[config.mk]
export PLATFORM = sky130hd
export DESIGN_NAME = lane_pattern_scanner
export DESIGN_NICKNAME = d
export VERILOG_FILES = /design/src/rtl/lane_pattern_scanner.sv
export SDC_FILE = /design/constraint.sdc
export NUM_CORES = 1
export LEC_CHECK = 0
export ABC_CLOCK_PERIOD_IN_PS = 4100
export CORE_UTILIZATION = 44
export DETAILED_ROUTE_END_ITERATION = 12
export DONT_BUFFER_PORTS = 1
export PLACE_DENSITY = 0.62
export SLEW_MARGIN = 40
export SYNTH_ARGS = -nofsm -noshare
export SYNTH_HDL_FRONTEND = slang
export SYNTH_SLANG_ARGS = --single-unit
[constraint.sdc]
create_clock -name clk -period 4.1 [get_ports clk]
set_clock_uncertainty 0.15 [all_clocks]
set_input_delay 1.025 -clock clk [delete_from_list [all_inputs] [get_ports clk]]
set_output_delay 1.025 -clock clk [all_outputs]
set_load 0.02 [all_outputs]
[src/rtl/lane_pattern_scanner.sv]
// lane_pattern_scanner: builds a lane pattern from an index mask and streams it
// out one lane per beat, group-major, with a per-scan data transform.
module lane_pattern_scanner #(
  parameter int WIDTH = 32,
  parameter int GROUP = 8,
  parameter int OFF_W = 4,
  localparam int IW = $clog2(WIDTH),
  localparam int GW = (WIDTH / GROUP > 1) ? $clog2(WIDTH / GROUP) : 1,
  localparam int BW = (GROUP > 1) ? $clog2(GROUP) : 1,
  localparam int DW = OFF_W + 1
) (
  input  logic             clk,
  input  logic             rst_n,
  input  logic             start,
  input  logic             abort,
  input  logic [IW-1:0]    mask,
  input  logic [1:0]       mode,
  input  logic [OFF_W-1:0] offset,
  output logic             out_valid,
  input  logic             out_ready,
  output logic [IW-1:0]    out_index,
  output logic [GW-1:0]    out_group,
  output logic [BW-1:0]    out_bit,
  output logic [DW-1:0]    out_data,
  output logic             first_lane,
  output logic             busy,
  output logic             done
);
  typedef enum logic [1:0] {IDLE, LOAD, SCAN, DONE} state_e;
  state_e           state_q;
  logic [WIDTH-1:0] pat_q, pat_d;
  logic [IW-1:0]    mask_q;
  logic [1:0]       mode_q;
  logic [OFF_W-1:0] off_q;
  logic [GW-1:0]    grp_q;
  logic [BW-1:0]    bit_q;
  logic             p, np, last, wrap;
  always_comb begin
    pat_d = '0;
    for (int n = 0; n < WIDTH; n++) pat_d[n] = |(IW'(n) & mask_q);
  end
  assign out_index  = IW'(32'(grp_q) * GROUP + 32'(bit_q));
  assign out_group  = grp_q;
  assign out_bit    = bit_q;
  assign out_valid  = state_q == SCAN;
  assign busy       = state_q == LOAD || state_q == SCAN;
  assign done       = state_q == DONE;
  assign first_lane = pat_q[0];
  assign p          = pat_q[out_index];
  assign np         = ~p;
  assign last       = out_index == IW'(WIDTH - 1);
  assign wrap       = bit_q == BW'(GROUP - 1);
  // np is a named 1-bit net so the size casts zero-extend the complement
  // rather than complementing an already-widened value.
  always_comb
    out_data = mode_q == 2'd0 ? DW'(p) :
               mode_q == 2'd1 ? DW'(np) :
               mode_q == 2'd2 ? DW'(np) + DW'(off_q) : DW'({p, np});
  always_ff @(posedge clk or negedge rst_n) begin
    if (!rst_n) begin
      state_q <= IDLE;
      pat_q   <= '0;
      mask_q  <= '0;
      mode_q  <= '0;
      off_q   <= '0;
      grp_q   <= '0;
      bit_q   <= '0;
    end else if (abort && busy) begin
      state_q <= IDLE;
      grp_q   <= '0;
      bit_q   <= '0;
    end else begin
      case (state_q)
        IDLE: if (start) begin
          mask_q  <= mask;
          mode_q  <= mode;
          off_q   <= offset;
          state_q <= LOAD;
        end
        LOAD: begin
          pat_q   <= pat_d;
          grp_q   <= '0;
          bit_q   <= '0;
          state_q <= SCAN;
        end
        SCAN: if (out_ready) begin
          if (last) begin
            grp_q   <= '0;
            bit_q   <= '0;
            state_q <= DONE;
          end else begin
            bit_q <= wrap ? '0 : bit_q + 1'b1;
            grp_q <= wrap ? grp_q + 1'b1 : grp_q;
          end
        end
        DONE: state_q <= IDLE;
      endcase
    end
  end
endmodule

==> impl_metrics.csv, run 1 <==
group,metric,value,unit
synth,yosysTopAreaCell,"dfrtp_1",
floorplan,io_pins,35,
routing,routed_via_density,5.63,
timing,finalHoldViolations,0,
global_routing,grt_pass1_wl,8.54,mm
placed_design,dp_hpwl,3.43,mm
floorplan,initial_core_util,45.8,%
global_routing,first_global_vias,1682,
run,maxCapViolCount,0,
floorplan,die_w,77.9,um
timing,max_freq,0.254,GHz
synth,synth_commonest_cells,"dfrtp_1, nor2_1, a21oi_1",
synth,ys_ff_latch,49,
worst_setup_path,crit_arrival,2.76,ns
clock_tree,h-tree-depth,2,
final_layout,syn_to_final_growth,6.81,%
worst_setup_path,critPathTopFamily,"multiplexers",
synth,synth.most_common_cell,"dfrtp_1",
routing,route.detailed.drc,0,
power,leakage,1.07,nW
synth,yosys.area.top_type_share,48.4,%
synth,yosys_warnings,0,
worst_setup_path,critPathLaunchType,"register",
routing,dr.pass1.iters,4,
synth,syn-num-nets,263,
placed_design,io_buffers,0,
clock_tree,root_buffer,"clkbuf_8",
clock_tree,clock_path_buffers,2,
timing,tns,0,ns
synth,synth_edf_count,0,
placed_design,place_congestion,0.801,
synth,synth_cells,239,
worst_setup_path,crit_buf_inv,1,
placed_design,placed_area,0.00259,mm2
routing,vias,1728,
hold_path,hp-class,"primary input to asynchronous set/reset pin",
placed_design,pre_cts_slack,0.382,ns
floorplan,dieArea,0.00607,mm2
worst_setup_path,crit_slowest_cell,"mux4_1",
worst_setup_path,critPathCaptureType,"output pin",
clock_tree,path_clk_slew,0.09,ns
clock_tree,tritoncts.num_buffers,5,
routing,drt-initial-drc-count,146,
run_status,status,"completed",
final_layout,design_area,0.00271,mm2
floorplan,core_area,0.00554,mm2
floorplan,die_y,77.9,um
worst_setup_path,critPathMaxStageDelay,0.58,ns
power,total_power,2.02,mW
final_layout,drive_above_1_share,20.0,%
global_routing,antenna_found_initial,0,
routing,routed_wl,4.95,mm
clock_tree,cts_tree,"built",
synth,ys.flop_type,"dfrtp_1",
power,p_per_area,748,mW/mm2
floorplan,rows,27,
worst_setup_path,required,2.92,ns
worst_setup_path,crit_chain,"mux4_1 > mux2_4 > a211o_1 > nand2_1 > ha_1 > ha_1 > nand2b_1 > a21boi_0 > buf_4",
routing,wl_per_cell,16.1,um
worst_setup_path,worstSetupPathType,"register to output pin",
timing,drv_slew,0,
timing,rsz0062_at_grt,"no",
global_routing,grt_max_degree,50,
global_routing,overflow,0,
timing,max_slew_margin,60.7,%
worst_setup_path,cpMostUsedCell,"ha_1",
routing,ant_nets,0,
final_layout,num_antenna_cells,0,
synth,synth.avg_cell_area,10.6,um2
timing,fin_ws,0.162,ns
clock_tree,insertion_delay,0.31,ns
final_layout,n_fill_cell,529,
timing,finalSetupViolations,0,
synth,synthDistinctLibCells,47,
power,ir_worst_vdd,0.439,mV
synth,syn-cell-area,0.00253,mm2
worst_setup_path,crit_path_max_fanout,11,
synth,async_reset_ff_share,100,%
synth,synthTopCellsByArea,"dfrtp_1, mux2_2, nor2_1, a21oi_1, ha_1",
clock_tree,clock-sinks,49,
timing,worst_slew_pin_slew,0.583,ns
final_layout,layout.nets,258,
timing,fin_crit_sh,96.1,%
synth,synth_seq_area_share,48.4,%
global_routing,grt_usage,18.6,%
timing,period_minus_slack,3.94,ns
timing,hold_slack,0.244,ns
==> worst register-to-register path: cells and delay by family, from the launching register on <==
kind / cells / cell delay, ns
compound gates: 1 / 0.33
fa+ha+maj: 1 / 0.44
buf+inv: 1 / 0.08
flops: 1 / 0.41
simple gates: 3 / 1.02
==> flip-flops by register name, summed over array words and instances (netlist names) <==
register,count
pat_q,31
mask_q,5
off_q,4
out_bit,3
mode_q,2
out_group,2
state_q,2
==> power by group <==
part / total (mW) / switching (mW) / internal, mW
clock network: 0.363 / 0.176 / 0.187
registers: 0.874 / 0.212 / 0.662
logic: 0.787 / 0.420 / 0.366
==> cell families after synthesis <==
logic type      count (synthesis)  share of synthesized area, %
flops                          49                          48.4
mux                            27                          14.7
compound gates                 47                          12.3
fa+ha+maj                       8                          3.95
xor+xnor                        2                         0.691
buf+inv                        27                          5.23
simple gates                   78                          14.6
other cells                     1                         0.148
==> layout by cell type, fill, tap and decap left out, types with 2 or more instances in the layout <==
master / count
inv_1: 5
o21ai_0: 7
a21oi_1: 21
nor2b_1: 2
mux4_1: 3
nor3_1: 9
nand3b_1: 2
mux4_2: 2
nand2b_1: 2
nand4_1: 2
dfrtp_1: 48
or3_1: 2
clkbuf_8: 5
nand3_1: 7
buf_4: 10
mux2i_1: 2
a31oi_1: 5
ha_1: 8
a221oi_1: 2
mux2_2: 19
nor2_1: 38
nand2_1: 7
and3b_1: 2
==> path summary, 6_finish.rpt <==
check                         endpoint  cells after the start  slack, ns        from
setup reg to reg             pat_q[31]                      6       1.58  state_q[0]
hold / removal              out_bit[2]                      0       0.24       rst_n
setup / recovery           out_data[1]                      9       0.16  out_bit[1]
max in group asynchronous   out_bit[1]                      0       3.45       rst_n
hold reg to reg              pat_q[13]                      1       0.35   pat_q[13]
min in group clk             pat_q[13]                      1       0.35   pat_q[13]
==> through the flow <==
| stage | cells | util, % |
|---|---|---|
| final | 307 | 48.9 |
| after global routing | 307 | 48.9 |
| after detailed placement | 299 | 46.7 |
| after global placement | 299 | 46.7 |
| after floorplan | 239 | - |
| after CTS | 307 | 48.8 |
==> timing repair <==
action,4_1_cts,5_1_grt
hold buffers,0,0
setup buffers,0,0
setup endpoints to repair,0,4
resized for setup,0,1
==> per-layer routing <==
layer | wire length (um) | track usage, % | part of all wire (%)
met1 | 2440 | 25.8 | 49
met2 | 2230 | 28.8 | 45
met3 | 222 | 3.76 | 4.5
met4 | 53 | 6.67 | 1.1
met5 | 0 | 0 | 0
==> final cells by class <==
type / count / area, um2 / share of cell area (%)
timing repair buffer: 10 / 75.1 / 2.77
clock buffer: 5 / 68.8 / 2.54
tap: 72 / 90.1 / 3.33
clock inverter: 3 / 50.0 / 1.85
sequential: 49 / 1230 / 45.3
multi-input combinational: 163 / 1180 / 43.5
inverter: 5 / 18.8 / 0.693
(Power assumes the default switching activity.)
==> run 2, diff against run 1 <==
--- a/config.mk
+++ b/config.mk
@@ -10,6 +10,7 @@
 export DETAILED_ROUTE_END_ITERATION = 12
 export DONT_BUFFER_PORTS = 1
 export PLACE_DENSITY = 0.62
+export SKIP_LAST_GASP = 1
 export SLEW_MARGIN = 40
 export SYNTH_ARGS = -nofsm -noshare
 export SYNTH_HDL_FRONTEND = slang
==> results of run 2 <==
No change in the layout: final DEF, timing and power equal those of run 1.
==> run 3, diff against run 2 <==
--- a/config.mk
+++ b/config.mk
@@ -9,6 +9,7 @@
 export CORE_UTILIZATION = 44
 export DETAILED_ROUTE_END_ITERATION = 12
 export DONT_BUFFER_PORTS = 1
+export MAX_ROUTING_LAYER = met4
 export PLACE_DENSITY = 0.62
 export SKIP_LAST_GASP = 1
 export SLEW_MARGIN = 40
==> run 3 against run 2 <==
  * Critical path depth stayed put
  * Count of clock-buffer cells in the layout stayed put
  * Global-route usage is 0.56 points higher
  * Largest cell class unchanged
  * Highest routed layer unchanged
==> impl_metrics.csv, run 3 (same netlist as run 1, synthesis figures left out) <==
group,metric,value,unit
clock_tree,root_buffer,"clkbuf_8",
clock_tree,insertion_delay,0.31,ns
timing,tns,0,ns
global_routing,grt_usage,19.2,%
final_layout,fin_util,48.9,%
routing,wl_per_cell,16.3,um
final_layout,final_common_cell,"dfrtp_1",
floorplan,dieArea,0.00607,mm2
placed_design,io_buffers,0,
timing,max_slew_margin,60.7,%
hold_path,hp-class,"primary input to asynchronous set/reset pin",
placed_design,place_congestion,0.813,
floorplan,rows,27,
floorplan,io_pins,35,
final_layout,largest_reg_flops,31,
run_status,status,"completed",
final_layout,drive_above_1_share,20.0,%
final_layout,top_regs,"pat_q: 31 flops, mask_q: 5 flops, off_q: 4 flops",
floorplan,initial_core_util,45.8,%
clock_tree,clock_path_buffers,2,
routing,routed_wl,5.00,mm
global_routing,grt_pass1_wl,8.54,mm
worst_setup_path,critPathCaptureType,"output pin",
run,maxCapViolCount,0,
timing,period_minus_slack,3.95,ns
global_routing,overflow,0,
final_layout,n_fill_cell,529,
power,p_per_area,749,mW/mm2
placed_design,dp_hpwl,3.43,mm
routing,vias,1710,
floorplan,die_w,77.9,um
global_routing,first_global_vias,1684,
routing,drt-initial-drc-count,124,
worst_setup_path,crit_arrival,2.78,ns
power,ir_worst_vdd,0.440,mV
clock_tree,h-tree-depth,2,
final_layout,syn_to_final_growth,6.81,%
global_routing,antenna_found_initial,0,
timing,drv_slew,0,
final_layout,num_antenna_cells,0,
routing,route.detailed.drc,0,
timing,finalSetupViolations,0,
routing,ant_nets,0,
timing,finalHoldViolations,0,
clock_tree,cts_tree,"built",
clock_tree,tritoncts.num_buffers,5,
worst_setup_path,crit_path_max_fanout,11,
timing,fin_crit_sh,96.4,%
clock_tree,holdBufCountCts,0,
timing,worst_slew_pin_slew,0.584,ns
floorplan,die_y,77.9,um
routing,dr.pass1.iters,5,
worst_setup_path,worstSetupPathType,"register to output pin",
power,leakage,1.07,nW
worst_setup_path,required,2.92,ns
final_layout,layout.nets,258,
worst_setup_path,critPathLaunchType,"register",
floorplan,core_area,0.00554,mm2
clock_tree,clock-sinks,49,
global_routing,grt_max_degree,50,
final_layout,final_cell_mix,"dfrtp_1, nor2_1, a21oi_1",
routing,routed_via_density,5.57,
timing,max_freq,0.253,GHz
final_layout,top_register,"pat_q",
clock_tree,path_clk_slew,0.09,ns
timing,rsz0062_at_grt,"no",
## run 3: report_power, final
part / internal, mW / switching (mW) / leakage (nW)
clock network: 0.187 / 0.180 / 0.0603
registers: 0.662 / 0.212 / 0.534
logic: 0.366 / 0.421 / 0.471
total: 1.22 / 0.812 / 1.07
## run 3: critical path, cell delays in order, from the launching register on
cell	delay, ns
dfrtp_2	0.51
mux4_1	0.59
mux2_4	0.28
a211o_1	0.33
nand2_1	0.08
ha_1	0.16
ha_1	0.22
nand2b_1	0.07
a21boi_0	0.07
buf_4	0.16
## run 3: metrics by stage
stage          hold WS (ns)  worst slack (ns)  std cells  power, mW  cell area [um2]
2_1_floorplan         0.306             0.283        239       1.50             2530
3_3_place_gp          0.334             0.409        299       1.66             2590
3_5_place_dp          0.331             0.382        299       1.68             2590
4_1_cts               0.230            0.0182        307       2.05             2710
5_1_grt               0.227            0.0159        307       2.20             2710
6_report              0.243             0.147        307       2.03             2710
## run 3: path summary, 6_finish.rpt
check,startpoint,end,slack (ns),cells past startpoint
setup / recovery,out_bit[1],out_data[1],0.15,9
hold / removal,rst_n,out_bit[2],0.24,0
setup reg to reg,state_q[0],pat_q[31],1.57,6
hold reg to reg,pat_q[13],pat_q[13],0.35,1
max in group asynchronous,rst_n,mask_q[0],3.45,0
min in group clk,pat_q[13],pat_q[13],0.35,1
## run 3: per-layer routing
metal	vias up	wire [um]	GRT usage, %
met1	828	2440	25.6
li1	829	-	-
met3	4	240	3.76
met5	-	0	-
met4	0	51	6.67
met2	49	2270	29.2
## run 3: final cells by class
class | instances | area, um2 | share of cell area, %
Clock buffer | 5 | 68.8 | 2.54
Multi-Input combinational cell | 163 | 1180 | 43.5
Sequential cell | 49 | 1230 | 45.3
Tap cell | 72 | 90.1 | 3.33
Timing Repair Buffer | 10 | 75.1 | 2.77
Clock inverter | 3 | 50.0 | 1.85
Inverter | 5 | 18.8 | 0.693
## run 3: repair_timing
| item | 4_1_cts | 5_1_grt |
|---|---|---|
| hold endpoints to repair | 0 | 0 |
| resized for setup | 0 | 1 |
| setup endpoints to repair | 0 | 4 |
| setup buffers | 0 | 0 |
